$ cat src/rtl/serial_ctrl_rx.sv
// serial_ctrl_rx: oversampled 8N1 receiver that assembles header/payload frames into control words.
// Define SERIAL_CTRL_RX_CHECKSUM_EN to require a trailing XOR checksum byte in every frame.
module serial_ctrl_rx #(
    parameter int unsigned CLK_PER_BIT = 8,
    parameter int unsigned NBYTES      = 4
) (
    input  logic                sclk,
    input  logic                rst_n,
    input  logic                sdata,
    output logic [8*NBYTES-1:0] ctrl_word,
    output logic                word_valid,
    output logic [7:0]          rx_byte,
    output logic                byte_valid,
    output logic                frame_err,
    output logic [7:0]          err_cnt
);

    localparam int unsigned      PH_W   = $clog2(CLK_PER_BIT);
    localparam int unsigned      IDX_W  = (NBYTES > 1) ? $clog2(NBYTES) : 1;
    localparam logic [PH_W-1:0]  PH_MAX = PH_W'(CLK_PER_BIT - 1);
    localparam logic [PH_W-1:0]  HALF   = PH_W'(CLK_PER_BIT / 2);
    localparam logic [IDX_W-1:0] LAST   = IDX_W'(NBYTES - 1);

    typedef enum logic [1:0] {StIdle, StStart, StData, StStop} byte_state_e;
`ifdef SERIAL_CTRL_RX_CHECKSUM_EN
    typedef enum logic [1:0] {StHunt, StPayload, StCheck} frame_state_e;
`else
    typedef enum logic [1:0] {StHunt, StPayload} frame_state_e;
`endif

    // Input path and byte framer state
    logic [1:0]       sync_q;
    logic             rxd_prev_q;
    logic [1:0]       primed_q;
    logic             armed_q;
    byte_state_e      bstate_q;
    logic [PH_W-1:0]  ph_q;
    logic [2:0]       bit_idx_q;
    logic [7:0]       shift_q;

    // Frame assembler state
    frame_state_e     fstate_q;
    logic [NBYTES-1:0] hdr_q;
    logic [IDX_W-1:0] pidx_q;
    logic [8*NBYTES-1:0] pay_q;
    logic [8*NBYTES-1:0] word_next;
`ifdef SERIAL_CTRL_RX_CHECKSUM_EN
    logic [6:0]       cks_q;
`endif

    logic rxd;
    logic rxd_edge;
    logic rxd_fall;
    logic stop_fail;
    logic cks_fail;

    assign rxd       = sync_q[1];
    assign rxd_edge  = rxd ^ rxd_prev_q;
    assign rxd_fall  = rxd_prev_q & ~rxd;
    assign stop_fail = (bstate_q == StStop) && !rxd_edge && (ph_q == HALF) && !rxd;

`ifdef SERIAL_CTRL_RX_CHECKSUM_EN
    assign cks_fail = (fstate_q == StCheck) && byte_valid && !rx_byte[7] &&
                      (rx_byte[6:0] != cks_q);
`else
    assign cks_fail = 1'b0;
`endif

    always_ff @(posedge sclk or negedge rst_n) begin
        if (!rst_n) begin
            sync_q     <= 2'b11;
            rxd_prev_q <= 1'b1;
            primed_q   <= 2'b00;
            armed_q    <= 1'b0;
            bstate_q   <= StIdle;
            ph_q       <= '0;
            bit_idx_q  <= 3'd0;
            shift_q    <= 8'h00;
            rx_byte    <= 8'h00;
            byte_valid <= 1'b0;
        end else begin
            sync_q     <= {sync_q[0], sdata};
            rxd_prev_q <= rxd;
            primed_q   <= {primed_q[0], 1'b1};
            byte_valid <= 1'b0;
            ph_q       <= (ph_q == PH_MAX) ? '0 : ph_q + PH_W'(1);

            // Only a line seen high after the synchroniser has refilled may arm a start bit.
            if (stop_fail) begin
                armed_q <= 1'b0;
            end else if (primed_q[1] && rxd) begin
                armed_q <= 1'b1;
            end

            case (bstate_q)
                StIdle: begin
                    if (rxd_fall && armed_q) begin
                        ph_q     <= '0;
                        bstate_q <= StStart;
                    end
                end
                StStart: begin
                    if (ph_q == HALF) begin
                        bit_idx_q <= 3'd0;
                        bstate_q  <= rxd ? StIdle : StData;
                    end
                end
                StData: begin
                    if (rxd_edge) begin
                        ph_q <= '0;
                    end else if (ph_q == HALF) begin
                        shift_q[bit_idx_q] <= rxd;
                        if (bit_idx_q == 3'd7) begin
                            bstate_q <= StStop;
                        end else begin
                            bit_idx_q <= bit_idx_q + 3'd1;
                        end
                    end
                end
                StStop: begin
                    if (rxd_edge) begin
                        ph_q <= '0;
                    end else if (ph_q == HALF) begin
                        if (rxd) begin
                            rx_byte    <= shift_q;
                            byte_valid <= 1'b1;
                        end
                        bstate_q <= StIdle;
                    end
                end
                default: bstate_q <= StIdle;
            endcase
        end
    end

    // Payload image with the current byte merged in at the current index.
    always_comb begin
        word_next = pay_q;
        for (int k = 0; k < NBYTES; k++) begin
            if (IDX_W'(k) == pidx_q) begin
                word_next[8*k +: 8] = {hdr_q[k], rx_byte[6:0]};
            end
        end
    end

    always_ff @(posedge sclk or negedge rst_n) begin
        if (!rst_n) begin
            fstate_q   <= StHunt;
            hdr_q      <= '0;
            pidx_q     <= '0;
            pay_q      <= '0;
            ctrl_word  <= '0;
            word_valid <= 1'b0;
            frame_err  <= 1'b0;
            err_cnt    <= 8'h00;
`ifdef SERIAL_CTRL_RX_CHECKSUM_EN
            cks_q      <= 7'h00;
`endif
        end else begin
            word_valid <= 1'b0;
            frame_err  <= stop_fail | cks_fail;
            if ((stop_fail || cks_fail) && (err_cnt != 8'hFF)) begin
                err_cnt <= err_cnt + 8'd1;
            end

            if (stop_fail) begin
                fstate_q <= StHunt;
            end else if (byte_valid) begin
                if (rx_byte[7]) begin
                    hdr_q    <= rx_byte[NBYTES-1:0];
                    pidx_q   <= '0;
                    fstate_q <= StPayload;
`ifdef SERIAL_CTRL_RX_CHECKSUM_EN
                    cks_q    <= rx_byte[6:0];
`endif
                end else begin
                    case (fstate_q)
                        StPayload: begin
                            pay_q <= word_next;
`ifdef SERIAL_CTRL_RX_CHECKSUM_EN
                            cks_q <= cks_q ^ rx_byte[6:0];
                            if (pidx_q == LAST) begin
                                fstate_q <= StCheck;
                            end else begin
                                pidx_q <= pidx_q + IDX_W'(1);
                            end
`else
                            if (pidx_q == LAST) begin
                                ctrl_word  <= word_next;
                                word_valid <= 1'b1;
                                fstate_q   <= StHunt;
                            end else begin
                                pidx_q <= pidx_q + IDX_W'(1);
                            end
`endif
                        end
`ifdef SERIAL_CTRL_RX_CHECKSUM_EN
                        StCheck: begin
                            if (!cks_fail) begin
                                ctrl_word  <= pay_q;
                                word_valid <= 1'b1;
                            end
                            fstate_q <= StHunt;
                        end
`endif
                        default: ;
                    endcase
                end
            end
        end
    end

endmodule

$ cat config.mk
export PLATFORM = sky130hd
export DESIGN_NAME = serial_ctrl_rx
export DESIGN_NICKNAME = d
export VERILOG_FILES = /design/src/rtl/serial_ctrl_rx.sv
export SDC_FILE = /design/constraint.sdc
export NUM_CORES = 1
export LEC_CHECK = 0
export CORE_MARGIN = 1
export CORE_UTILIZATION = 32
export DETAILED_ROUTE_END_ITERATION = 7
export PLACE_DENSITY_LB_ADDON = 0.2
export SKIP_CTS_REPAIR_TIMING = 1
export SYNTH_ARGS = -nofsm -noshare
export SYNTH_HDL_FRONTEND = slang
export SYNTH_SLANG_ARGS = --single-unit
$ cat constraint.sdc
create_clock -name sclk -period 2.2 [get_ports sclk]
set_input_delay 0.33 -clock sclk [delete_from_list [all_inputs] [get_ports sclk]]
set_output_delay 0.33 -clock sclk [all_outputs]
set_load 0.02 [all_outputs]
==> results of run 1 <==
-- per-layer routing --
layer  GRT usage (%)  up-vias  wire (µm)
met2            19.6       54       3970
met4            3.94        0        111
met1            17.4     1415       4320
met5               0        -          0
li1                -     1365          -
met3            4.87        9        423
-- sequential cells by signal (all words and copies together), names as in the netlist, 2 cells and up, named ones only --
signal / cells
bit_idx_q: 3
pay_q: 24
sync_q: 2
primed_q: 2
err_cnt: 8
shift_q: 8
ph_q: 3
ctrl_word: 32
hdr_q: 4
pidx_q: 2
rx_byte: 8
-- layout make-up --
type                       count  area (µm²)  area share (%)
multi-input combinational    220        1840            32.2
clock buffer                  12         267            4.68
sequential                   104        2610            45.8
tap                          180         225            3.95
inverter                      12        47.5           0.835
clock inverter                 4        35.0           0.615
timing repair buffer          70         681            11.9
-- worst max-delay path, cell delays in order (launching register included) --
cell	delay, ps
dfstp_2	530
inv_1	80
ha_4	290
nand2b_1	60
or2_1	260
buf_4	170
inv_4	70
and2_1	170
mux2_2	340
-- power by group --
| group | total, mW | switching [mW] | internal, mW |
|---|---|---|---|
| Combinational | 0.425 | 0.235 | 0.190 |
| Clock | 1.59 | 0.719 | 0.873 |
| Sequential | 2.10 | 0.100 | 2.00 |
-- kinds of logic (layout without fill, tap and decap cells) --
family	Yosys count	after routing	synth area share, %
DFF	104	104	56.9
muxes	82	82	19.6
and+or+nand+nor	81	81	10.5
AOI/OAI and AO/OA	40	40	5.16
buffers and inverters	35	98	3.77
adders and majority gates	12	12	3.28
xor gates and xnor gates	4	4	0.764
other	1	1	0.0818
-- metrics by stage --
| step | hold slack [ps] | area, µm² | util, % |
|---|---|---|---|
| floorplan | 34.4 | 4580 | - |
| global placement | 335 | 5380 | 38.6 |
| detailed placement | 336 | 5380 | 38.6 |
| CTS | 7.47 | 5680 | 40.8 |
| global route | 35.5 | 5700 | 40.9 |
| finish | 0.248 | 5700 | 40.9 |
-- path summary, 6_finish.rpt --
path                               end  depth (start not counted)
min reg2reg                primed_q[1]                          0
min in group sclk          primed_q[1]                          0
min                         word_valid                          1
max in group asynchronous    sync_q[1]                          2
max reg2reg                 err_cnt[1]                          8
max                         err_cnt[1]                          8
-- synthesized netlist by cell type (all sizes together) (2+ instances only) --
master  number
a221o        2
nand2b       4
xor2         3
clkbuf       6
nor3         8
nor2b        3
nor4         3
a31oi        3
buf         17
inv         12
nor2         4
mux2i       27
mux2        55
and4         2
nand2       35
nand3        9
and2         3
dfrtp      101
a21oi        2
or2          2
and3         2
ha          12
dfstp        3
nand4        5
o21ai       26
==> flow_summary.ini, run 1 <==
[floorplan]
die-area_um2 = 14800
die_w_um = 122
start_util_pct = 32.9
die_h_um = 122
rows = 43
coreArea_um2 = 13900
ios = 54

[drt]
drt-pass1-iter-count = 6
vias = 2843
drt_iter0_markers = 86
drtAntennaViolNets = 0
viasPerCell = 4.72
finalWirelength_um = 8820
post_drt_wl_per_cell_um = 14.7
drcViolationCount = 0

[cts]
clock_sinks = 104
tritoncts = yes
cts_max_level = 3
root_buffer = clkbuf_16
cts_buffers = 9
clk_latency_ps = 350
cts_max_path_buffers = 2
path_clk_slew_ps = 70

[worst_hold_path]
hold_path_class = in2async

[setup_path]
startpoint_type = flip-flop
worstSetupPathType = reg2reg
path_max_fanout = 5
cp.arrival_ps = 2320
endpoint_kind = flip-flop
reg2reg_from = sync_q[1]
crit_start = sync_q[1]
rrSetupSlack_ps = 110
crit_required_ps = 2430

[timing]
timing_hold_violations_final = 0
worst_slew_pin_slew_ps = 616
fin_crit_sh_pct = 95.0
setup_slack_ps = 109
drv_slew = 0
slew_headroom_pct = 58.9
fin_crit_ps = 2090
setup_tns_ps = 0
rsz0062_at_grt = false
max_freq_mhz = 478
clock_skew_ps = 8.64
setup_viol_count_final = 0

[placement]
numPortBuffers = 53
hpwl_um = 6090
dp_cells = 586
place_congestion = 0.753
post-place-ws_ps = 84.0

[grt]
grt_antenna_before_repair = 0
grt_pass1_vias = 2823
grt_max_degree = 49
grtUsageTotal_pct = 13.0
globalRoute.totalOverflow = 0
grt_pass1_wl_um = 14700

[final_layout]
syn2layout_area_growth_pct = 24.3
drive_above_1_share_pct = 24.2
layout.nets = 432
fillers = 1309
final_cells = 602
final_cell_mix = 101 x dfrtp_1, 52 x mux2_2, 52 x clkdlybuf4s50_1, 35 x nand2_1, 27 x mux2i_1
final_common_cell = dfrtp_1
n_antenna_cell = 0

[synth]
ys_seq_elements = 104
ys_top_cells_by_area = dfrtp_1 55%, mux2_2 13%, mux2i_1 5.9%
synth_cell_types = 46
yosys_warnings = 0
synth_top_cell_by_area = dfrtp_1
synth_cells = 359
synth_nets = 374
syn-cell-area_um2 = 4580
synth_ff_type = dfrtp_1
ys_seq_area_share_pct = 56.9
synthArstFlopShare_pct = 100
synth_edf_count = 0
synth_top_area_share_pct = 55.1
avgSynthCellArea_um2 = 12.8

[pwr]
p_leak_nw = 2.62
total_power_mw = 4.12
cellPowerDensity_nw_per_um2 = 722
vdd_drop_max_v = 0.000364

[run_status]
status = finished, final reports clean

[flow_run]
max_cap_viol_count = 0
(Power assumes the default switching activity.)
==> inputs of run 2 (changes only) <==
Settings changed: ABC_AREA set to 1, CAP_MARGIN set to 20, SETUP_SLACK_MARGIN set to 0.5.
==> run 2 against run 1 <==
Power is 2.0% higher. Sequential share of layout area is 0.70 points lower. Sequential power up 4%. First-iteration DRC count rose to 3.1 times the previous value. Wire length grew 28%. Via count rose by 29%. Synthesized cell count up 52%. Area after synthesis rose by 4.3%. Fmax up 13%. Final area grew 8.4%. Utilization increased by 1.6 points. Combinational power is 3% lower. Largest power group unchanged.
==> flow_summary.ini, run 2 <==
[run_status]
status = finished, final reports clean

[timing]
timing_hold_violations_final = 0
fin_crit_sh_pct = 84.0
clock_skew_ps = 6.64
drv_slew = 0
setup_tns_ps = 0
rsz0062_at_grt = true
setup_viol_count_final = 0
worst_slew_pin_slew_ps = 506
fin_crit_ps = 1850
max_freq_mhz = 541
slew_headroom_pct = 66.3

[cts]
cts_max_path_buffers = 2
tritoncts = yes
cts_max_level = 3
path_clk_slew_ps = 70
cts_buffers = 9
clk_latency_ps = 350
root_buffer = clkbuf_16
clock_sinks = 111

[floorplan]
die_h_um = 124
coreArea_um2 = 14500
die_w_um = 124
die-area_um2 = 15400
start_util_pct = 32.9
rows = 44
ios = 54

[synth]
synth_nets = 559
synth_cell_types = 25
ys_seq_area_share_pct = 58.1
ys_top_cells_by_count = 191 x nand2_1, 112 x o21ai_0, 108 x dfrtp_1
ys_seq_elements = 111
synth_top_cell_by_area = dfrtp_1
avgSynthCellArea_um2 = 8.79
synth_ff_type = dfrtp_1
ys_top_cells_by_area = dfrtp_1 57%, nand2_1 15%, o21ai_0 12%
synthArstFlopShare_pct = 100
synth_edf_count = 0
synth_top_area_share_pct = 56.5
syn-cell-area_um2 = 4780
yosysMostFrequentCell = nand2_1
synth_cells = 544
yosys_warnings = 0

[grt]
grt_max_degree = 63
grtUsageTotal_pct = 13.7
grt_pass1_vias = 3419
globalRoute.totalOverflow = 0
grt_pass1_wl_um = 17000
grt_antenna_before_repair = 0

[setup_path]
startpoint_type = flip-flop
worstSetupPathType = reg2reg
critPathTopFamily = flip-flops
crit_slowest_cell = dfstp_2
path_max_fanout = 12
crit_buf_inv = 3
cp.arrival_ps = 2110
max_stage_delay_ps = 590
crit_required_ps = 2460
endpoint_kind = flip-flop
worstPathCellList = inv_6 -> ha_4 -> inv_2 -> nor2_4 -> nand3_4 -> nand2_8 -> clkbuf_16 -> nand2_1 -> o21ai_0

[drt]
drt_iter0_markers = 264
vias = 3673
post_drt_wl_per_cell_um = 14.1
drtAntennaViolNets = 0
viasPerCell = 4.59
drt-pass1-iter-count = 4
finalWirelength_um = 11300
drcViolationCount = 0

[placement]
postPlaceCellArea_um2 = 5550
numPortBuffers = 53
place_congestion = 0.761
hpwl_um = 6810

[final_layout]
final_cell_mix = 187 x nand2_1, 108 x dfrtp_1, 105 x o21ai_0, 38 x clkdlybuf4s50_1, 36 x inv_1
largest_reg_flops = 32
syn2layout_area_growth_pct = 29.1
layout.nets = 626
top_register = ctrl_word
n_antenna_cell = 0
reg_top3 = ctrl_word x32, pay_q x31
drive_above_1_share_pct = 9.09
design_area_um2 = 6170
fillers = 1456
final_common_cell = nand2_1
utilization_pct = 42.5

[worst_hold_path]
hold_path_class = reg2reg

[pwr]
p_comb_share_pct = 9.9
seq_power_share_pct = 52.0
p_int_mw = 3.13
vdd_drop_max_v = 0.000348
cellPowerDensity_nw_per_um2 = 680
p_leak_nw = 3.03
switchingPower_mw = 1.07
power_frac_clock_pct = 38.1
swShare_pct = 25.4

[flow_run]
max_cap_viol_count = 0
[run 2: changes by cell type in the layout (fill, tap and decap cells not counted), sizes merged, moves of 6 or more]
cell | before | now
mux2i | 27 | 0
nand2 | 35 | 195
mux2 | 55 | 0
inv | 14 | 39
clkdlybuf4s50 | 52 | 38
dlymetal6s2s | 0 | 14
dfrtp | 101 | 108
clkbuf | 12 | 18
o21ai | 26 | 117
nor2 | 4 | 20
nand3 | 9 | 17
[run 2: layer usage]
| layer | track usage (%) | part of all wire, % | vias to the layer above |
|---|---|---|---|
| li1 | - | - | 1893 |
| met1 | 19.0 | 49 | 1700 |
| met2 | 20.9 | 46 | 73 |
| met3 | 3.78 | 3.9 | 7 |
| met4 | 4.04 | 0.77 | 0 |
| met5 | 0 | 0 | - |
[run 2: worst paths after layout]
kind	startpoint	end	slack, ps	cells past startpoint
worst max-delay path	sync_q[1]	ctrl_word[7]	350	9
worst min-delay path	primed_q[0]	primed_q[1]	350	0
worst max register to register	sync_q[1]	ctrl_word[7]	350	9
worst min register to register	primed_q[0]	primed_q[1]	350	0
max in group asynchronous	rst_n	ctrl_word[22]	1140	3
min in group asynchronous	rst_n	ctrl_word[5]	430	2
[run 2: metrics by stage]
stage	power [mW]	setup WS (ps)	hold slack [ps]	std cells
after floorplan	2.48	413	34.4	544
after global placement	2.61	265	265	768
after detailed placement	2.62	182	267	768
after CTS	4.24	172	-115	784
after global routing	4.42	261	358	800
final	4.20	353	351	800
[run 2: worst reg2reg max path, stage by stage (launching register included)]
cell       delay (ps)
dfstp_2           590
inv_6              70
ha_4              270
inv_2              50
nor2_4             90
nand3_4           180
nand2_8           200
clkbuf_16         180
nand2_1            50
o21ai_0            80
[run 2: power groups by stage]
stage	clock [mW]	combinational [mW]	sequential, mW
6_report	1.60	0.414	2.18
5_1_grt	1.73	0.490	2.20
4_1_cts	1.66	0.402	2.18
3_5_place_dp	0	0.400	2.22
3_3_place_gp	0	0.389	2.22
2_1_floorplan	0	0.270	2.21
[run 2: area by class of cell]
cell class	instances	area [µm²]	area share (%)
clock inverters	3	43.8	0.709
well taps	184	230	3.73
clock buffers	13	240	3.89
inverters	39	151	2.45
multi-input cells	376	1850	30.0
repair buffers	74	875	14.2
flip-flops and latches	111	2780	45.1
[run 2: cells by family after synthesis]
group	Yosys count	synth area share (%)
compound gates	121	12.7
xor+xnor	3	0.549
fa+ha+maj	12	3.14
buf+inv	58	5.39
flops	111	58.1
other cells	1	0.0784
simple gates	238	20.0
